--- src/rtl/cpu32_pkg.sv ---
`default_nettype none
// ============================================================================
// Module      : cpu32_pkg
// Description : Shared sizing constants for the CPU register file.
// Revision    : 1.0 - initial release
// ============================================================================
package cpu32_pkg;

    localparam int DEF_DATA_W = 32;
    localparam int DEF_ADDR_W = 5;
    localparam int REG_COUNT  = 2 ** DEF_ADDR_W;
    localparam int ZERO_REG   = 0;

endpackage
`default_nettype wire

--- src/rtl/reg_file_if.sv ---
`default_nettype none
// ============================================================================
// Module      : reg_file_if
// Description : Write port plus two read ports of the register file.
// Revision    : 1.0 - initial release
// ============================================================================
interface reg_file_if
    import cpu32_pkg::*;
#(
    parameter int DATA_W = DEF_DATA_W,
    parameter int ADDR_W = DEF_ADDR_W
);

    logic              we;
    logic [ADDR_W-1:0] waddr;
    logic [DATA_W-1:0] wdata;
    logic              re1;
    logic [ADDR_W-1:0] raddr1;
    logic [DATA_W-1:0] rdata1;
    logic              rvalid1;
    logic              re2;
    logic [ADDR_W-1:0] raddr2;
    logic [DATA_W-1:0] rdata2;
    logic              rvalid2;

    modport master (
        output we, waddr, wdata,
        output re1, raddr1, re2, raddr2,
        input  rdata1, rvalid1, rdata2, rvalid2
    );

    modport slave (
        input  we, waddr, wdata,
        input  re1, raddr1, re2, raddr2,
        output rdata1, rvalid1, rdata2, rvalid2
    );

endinterface
`default_nettype wire

--- src/rtl/reg_file_read_port.sv ---
`default_nettype none
// ============================================================================
// Module      : reg_file_read_port
// Description : One registered read port; optional write-through bypass
//               when REG_FILE_BYPASS_EN is defined.
// Revision    : 1.0 - initial release
// ============================================================================
module reg_file_read_port
    import cpu32_pkg::*;
#(
    parameter int DATA_W = DEF_DATA_W,
    parameter int ADDR_W = DEF_ADDR_W
) (
    input  wire logic              clk,
    input  wire logic              rst_n,
    input  wire logic              i_re,
    input  wire logic [ADDR_W-1:0] i_raddr,
    input  wire logic [DATA_W-1:0] i_regs [2**ADDR_W],
`ifdef REG_FILE_BYPASS_EN
    input  wire logic              i_we,
    input  wire logic [ADDR_W-1:0] i_waddr,
    input  wire logic [DATA_W-1:0] i_wdata,
`endif
    output logic      [DATA_W-1:0] o_rdata,
    output logic                   o_rvalid
);

    logic [DATA_W-1:0] w_read_data;
    logic [DATA_W-1:0] r_rdata;
    logic              r_rvalid;

`ifdef REG_FILE_BYPASS_EN
    logic w_bypass;

    // Writes to the zero register are dropped, so they must never be forwarded.
    assign w_bypass    = i_we && (i_waddr == i_raddr) && (i_waddr != ADDR_W'(ZERO_REG));
    assign w_read_data = w_bypass ? i_wdata : i_regs[i_raddr];
`else
    assign w_read_data = i_regs[i_raddr];
`endif

    always_ff @(posedge clk or negedge rst_n) begin
        if (!rst_n) begin
            r_rdata  <= '0;
            r_rvalid <= 1'b0;
        end else begin
            r_rvalid <= i_re;
            if (i_re) begin
                r_rdata <= w_read_data;
            end
        end
    end

    assign o_rdata  = r_rdata;
    assign o_rvalid = r_rvalid;

endmodule
`default_nettype wire

--- src/rtl/reg_file.sv ---
`default_nettype none
// ============================================================================
// Module      : reg_file
// Description : 2**ADDR_W x DATA_W register file, one write / two read ports,
//               register 0 hard-wired to zero. Macro REG_FILE_BYPASS_EN enables
//               same-edge write-to-read forwarding.
// Revision    : 1.0 - initial release
// ============================================================================
module reg_file
    import cpu32_pkg::*;
#(
    parameter int DATA_W = DEF_DATA_W,
    parameter int ADDR_W = DEF_ADDR_W
) (
    input  wire logic clk,
    input  wire logic rst_n,
    reg_file_if.slave bus
);

    localparam int c_reg_count = 2 ** ADDR_W;

    logic [DATA_W-1:0] w_regs [c_reg_count];

    generate
        for (genvar gi = 0; gi < c_reg_count; gi++) begin : g_regs
            if (gi == ZERO_REG) begin : g_zero
                assign w_regs[gi] = '0;
            end else begin : g_storage
                logic [DATA_W-1:0] r_value;

                always_ff @(posedge clk or negedge rst_n) begin
                    if (!rst_n) begin
                        r_value <= '0;
                    end else if (bus.we && (bus.waddr == ADDR_W'(gi))) begin
                        r_value <= bus.wdata;
                    end
                end

                assign w_regs[gi] = r_value;
            end
        end
    endgenerate

    reg_file_read_port #(
        .DATA_W (DATA_W),
        .ADDR_W (ADDR_W)
    ) u_read_port1 (
        .clk      (clk),
        .rst_n    (rst_n),
        .i_re     (bus.re1),
        .i_raddr  (bus.raddr1),
        .i_regs   (w_regs),
`ifdef REG_FILE_BYPASS_EN
        .i_we     (bus.we),
        .i_waddr  (bus.waddr),
        .i_wdata  (bus.wdata),
`endif
        .o_rdata  (bus.rdata1),
        .o_rvalid (bus.rvalid1)
    );

    reg_file_read_port #(
        .DATA_W (DATA_W),
        .ADDR_W (ADDR_W)
    ) u_read_port2 (
        .clk      (clk),
        .rst_n    (rst_n),
        .i_re     (bus.re2),
        .i_raddr  (bus.raddr2),
        .i_regs   (w_regs),
`ifdef REG_FILE_BYPASS_EN
        .i_we     (bus.we),
        .i_waddr  (bus.waddr),
        .i_wdata  (bus.wdata),
`endif
        .o_rdata  (bus.rdata2),
        .o_rvalid (bus.rvalid2)
    );

endmodule
`default_nettype wire

--- src/flat_wrapper.sv ---
// flat-port wrapper written by rule: the top's interface ports become plain ports
module reg_file_flat import cpu32_pkg::*;
#(
    parameter int DATA_W = DEF_DATA_W,
    parameter int ADDR_W = DEF_ADDR_W
)
  (clk, rst_n, bus_we, bus_waddr, bus_wdata, bus_re1, bus_raddr1, bus_re2, bus_raddr2, bus_rdata1, bus_rvalid1, bus_rdata2, bus_rvalid2);
  reg_file_if #(.DATA_W(DATA_W), .ADDR_W(ADDR_W)) bus_i ();
  input  wire logic clk;
  input  wire logic rst_n;
  input wire logic [$bits(bus_i.we)-1:0] bus_we;
  input wire logic [$bits(bus_i.waddr)-1:0] bus_waddr;
  input wire logic [$bits(bus_i.wdata)-1:0] bus_wdata;
  input wire logic [$bits(bus_i.re1)-1:0] bus_re1;
  input wire logic [$bits(bus_i.raddr1)-1:0] bus_raddr1;
  input wire logic [$bits(bus_i.re2)-1:0] bus_re2;
  input wire logic [$bits(bus_i.raddr2)-1:0] bus_raddr2;
  output wire logic [$bits(bus_i.rdata1)-1:0] bus_rdata1;
  output wire logic [$bits(bus_i.rvalid1)-1:0] bus_rvalid1;
  output wire logic [$bits(bus_i.rdata2)-1:0] bus_rdata2;
  output wire logic [$bits(bus_i.rvalid2)-1:0] bus_rvalid2;
  assign bus_i.we = bus_we;
  assign bus_i.waddr = bus_waddr;
  assign bus_i.wdata = bus_wdata;
  assign bus_i.re1 = bus_re1;
  assign bus_i.raddr1 = bus_raddr1;
  assign bus_i.re2 = bus_re2;
  assign bus_i.raddr2 = bus_raddr2;
  assign bus_rdata1 = bus_i.rdata1;
  assign bus_rvalid1 = bus_i.rvalid1;
  assign bus_rdata2 = bus_i.rdata2;
  assign bus_rvalid2 = bus_i.rvalid2;
  reg_file #(.DATA_W(DATA_W), .ADDR_W(ADDR_W)) u_core (.clk(clk), .rst_n(rst_n), .bus(bus_i));
endmodule
--- config.mk ---
export PLATFORM = sky130hd
export DESIGN_NAME = reg_file_flat
export DESIGN_NICKNAME = d
export VERILOG_FILES = /design/src/rtl/cpu32_pkg.sv /design/src/rtl/reg_file_if.sv /design/src/rtl/reg_file_read_port.sv /design/src/rtl/reg_file.sv /design/src/flat_wrapper.sv
export SDC_FILE = /design/constraint.sdc
export NUM_CORES = 2
export LEC_CHECK = 0
export CAP_MARGIN = 0
export CORE_UTILIZATION = 51
export DETAILED_ROUTE_END_ITERATION = 8
export DONT_BUFFER_PORTS = 1
export HOLD_SLACK_MARGIN = 0.03
export PLACE_DENSITY = 0.66
export SETUP_SLACK_MARGIN = 0.15
export SYNTH_ARGS = -nofsm -noshare
export SYNTH_HDL_FRONTEND = slang
export SYNTH_SLANG_ARGS = --single-unit
--- constraint.sdc ---
create_clock -name clk -period 4.4 [get_ports clk]
set_input_delay 0.22 -clock clk [delete_from_list [all_inputs] [get_ports clk]]
set_output_delay 0.22 -clock clk [all_outputs]
set_load 0.02 [all_outputs]
==> summary.md <==
| Metric | Value |
|---|---|
| Clock tree buffer depth | 3 |
| Final min period | about 3100 ps |
| Wirelength per Cell | roughly 33 um |
| Post-synth top area share | 47.9% |
| Syn nets | a little under 4000 |
| HPWL Detailed | 90400 um |
| ANT nets after route | 0 |
| Synth Area in Compound Gates | under 10% |
| Max Cap Violations | 0 |
| Worst hold-check path type | input port to flip-flop |
| XOR/XNOR Fraction of Synth Area | 0% |
| Number of clock sinks | approximately 1100 |
| Largest net degree at the start of global routing | 1059 |
| Final Skew | 28.9 ps |
| Worst Path Arrival | 3790 ps |
| Top cell type by total area after synthesis | dfrtp_1 |
| CP startpoint kind | input port |
| Switching power | about 7600 uW |
| Final hold violation count | 0 |
| CP required | about 5100 ps |
| Mapped cell area | roughly 55000 um2 |
| Layout Area Growth over Synthesis | 9.75% |
| Row count | 120 |
| Int Pwr | 20500 uW |
| Leak | 0.0260 uW |
| HP Start | bus_raddr2[1] |
| Crit path max fanout | around 280 |
| Multiplexer share of the synthesized area | between 30% and 40% |
| Slowest stage delay, CP | 850 ps |
| CTS Root Cell | clkbuf_16 |
| Htree depth | 3 |
| Vias/cell | 6.93 |
| Initial Util | between 50% and 60% |
| Yosys synthesis warning count | 0 |
| RSZ-0062 raised after global routing | no |
| Critical-path cell with the highest stage delay | buf_16 |
| Worst Tran Pin Value | around 1500 ps |
| Reg2reg end | u_core.u_read_port1.o_rdata[31] |
| DR pass1 iterations | 5 |
| Sequential element share of the synthesized area | between 40% and 50% |
| Filler cells | between 8000 and 9000 |
| Fin crit share | a little over 70% |
| Share of cells above drive strength 1 | a little under half |
| Vias | between 30000 and 40000 |
| Number of global-route vias before repair | 35400 |
| IO Count | ~120 |
| Hold Path Depth | 5 |
| Worst r2r path cells | 7 |
| Cell Pwr Density | approximately 460 nW/um2 |
| Simple-gate share of the synthesized area | under 10% |
| Cells after Synth | about 3800 |
| Largest family of logic cells by synthesized area | multiplexers |
| TritonCTS clock tree | done |
| Fmax | approximately 320 MHz |
| Synth Area per Inst | ~15 um2 |
| Critical path class | input port to async pin |
| Max-slew headroom | less than 1% |
| Synth top cells by count | 1058 x dfrtp_1, 1024 x mux2_2, 380 x mux4_2 |
| Tot GR Track Use | 31.6% |
| Die Footprint | 110000 um2 |
| Setup-failing EPs final | 0 |
| Reg2reg start | u_core.g_regs[31].g_storage.r_value[31] |
| Hold EP | u_core.u_read_port2.o_rdata[30] |
| Yosys cell types | roughly 50 |
| Synth Flop Type | dfrtp_1 |
| Count leader, synth | dfrtp_1 |
| Postcts setup bufs | 0 |
| Final Util | between 50% and 60% |
| DRC errors left | 0 |
| Combinational share of power | 18.0% |
| Final wirelength | between 150000 and 200000 um |
| Asr flop ratio synth | 100% |
| Synth Area in Adders | 0% |
| Worst skew pair latency | roughly 730 ps |
| Final Slew Violations | 0 |
| Sw Share | 27.1% |
| Setup TNS | 0 ps |
| Crit path top cell by count | buf_16 |
| Post-synth EDFFs | 0 |
| Core footprint | approximately 110000 um2 |
| Reg2Reg Setup Slack | about 1700 ps |
| Remaining global-route overflow | 0 |
| Flop pwr share | between 40% and 50% |
| First-pass GRT wire length | ~250000 um |
| Clock-pin slew on the worst setup and hold paths | around 60 ps |
| Outcome | finished clean |
| Die W | between 300 and 400 um |
| Critical-path cell list | dlygate4sd3_1 -> buf_16 -> buf_16 -> buf_16 |
| Clock power frac | around a third |
| TritonCTS Buffers | ~120 |
| FF+latch count, synth | around 1100 |
| Die height | approximately 330 um |
| Port Buffers | 0 |
| Worst VDD drop | 0.344 mV |
| Top cells by area, synth | dfrtp_1 48%, mux2_2 21%, mux4_2 15% |
| Initial DRC Count | ~3600 |
| Crit. End Element | async pin |
| Antenna violations before repair | 3 |
| Routability cong. | between 0.8 and 0.9 |
| Nets | around 3700 |
[worst max-delay path, delay by kind of cell]
| family | cells | cell delay [ps] |
|---|---|---|
| buffers and inverters | 4 | 2940 |
[kinds of logic after synthesis]
| family | after synthesis |
|---|---|
| AO/OA/AOI/OAI | 477 |
| buffers and inverters | 418 |
| flip-flops | 1058 |
| multiplexers | 1593 |
| AND/OR/NAND/NOR | 253 |
[cells in the final DEF (no fill, tap or decap), drive strengths merged, types with 65 or more instances in the layout]
master / netlist / routed
a22oi: 65 / 65
mux2i: 169 / 169
a221oi: 76 / 76
nand2: 67 / 67
a21oi: 112 / 112
clkbuf: 188 / 176
dfrtp: 1058 / 1058
mux2: 1044 / 1044
mux4: 380 / 380
buf: 221 / 79
[metrics by stage]
stage	total power [uW]	worst slack (ps)	cells	instance area [um2]	hold slack (ps)
final	28200	1260	5146	60600	11.0
after global routing	29300	784	5142	60600	42.6
after CTS	28000	1650	5135	60400	-745
after detailed placement	17800	1630	4854	55700	39.1
after global placement	17600	1700	4854	55700	34.0
after floorplan	16900	2610	3799	55200	-75.6
[what timing repair did]
item,CTS,global route
resized for setup,0,0
hold endpoints to repair,2114,286
hold buffers,73,2
[metal layers]
layer  part of all wire, %  global-route usage, %
met5                     0                      0
met4                   3.7                   11.8
met3                   8.3                   6.57
met2                    46                   47.8
met1                    42                   45.2
[final cells by class]
type	instances	area [um2]	share of cell area, %
Timing Repair Buffer	141	1520	2.51
Tap cell	1403	1760	2.90
Multi-Input combinational cell	2323	26900	44.4
Clock buffer	176	3530	5.83
Sequential cell	1058	26500	43.7
Clock inverter	32	350	0.578
Inverter	9	33.8	0.0557
Antenna cell	4	10.0	0.0165
[how the worst max path moves through the flow]
stage,from,end,cells after the start
5_1_grt,rst_n,u_core.g_regs[7].g_storage.r_value[6],4
4_1_cts,bus_waddr[3],u_core.g_regs[18].g_storage.r_value[6],6
3_5_place_dp,bus_waddr[4],u_core.g_regs[14].g_storage.r_value[13],5
3_3_place_gp,bus_waddr[4],u_core.g_regs[14].g_storage.r_value[16],5
2_1_floorplan,bus_raddr2[1],u_core.u_read_port2.o_rdata[30],7
6_report,rst_n,u_core.g_regs[5].g_storage.r_value[4],4
[power by group through the flow]
stage	logic [uW]	clock network [uW]	registers (uW)
6_report	5080	9870	13200
3_5_place_dp	4510	0	13300
2_1_floorplan	4160	0	12800
3_3_place_gp	4400	0	13200
4_1_cts	4840	10000	13200
5_1_grt	5420	10400	13400
[sequential cells by signal (all words and copies together) (netlist names)]
signal,count
u_core.g_regs.g_storage.r_value,992
u_core.u_read_port1.o_rdata,32
u_core.u_read_port2.o_rdata,32
u_core.u_read_port1.o_rvalid,1
u_core.u_read_port2.o_rvalid,1
Power figures use the tool's default switching activity.
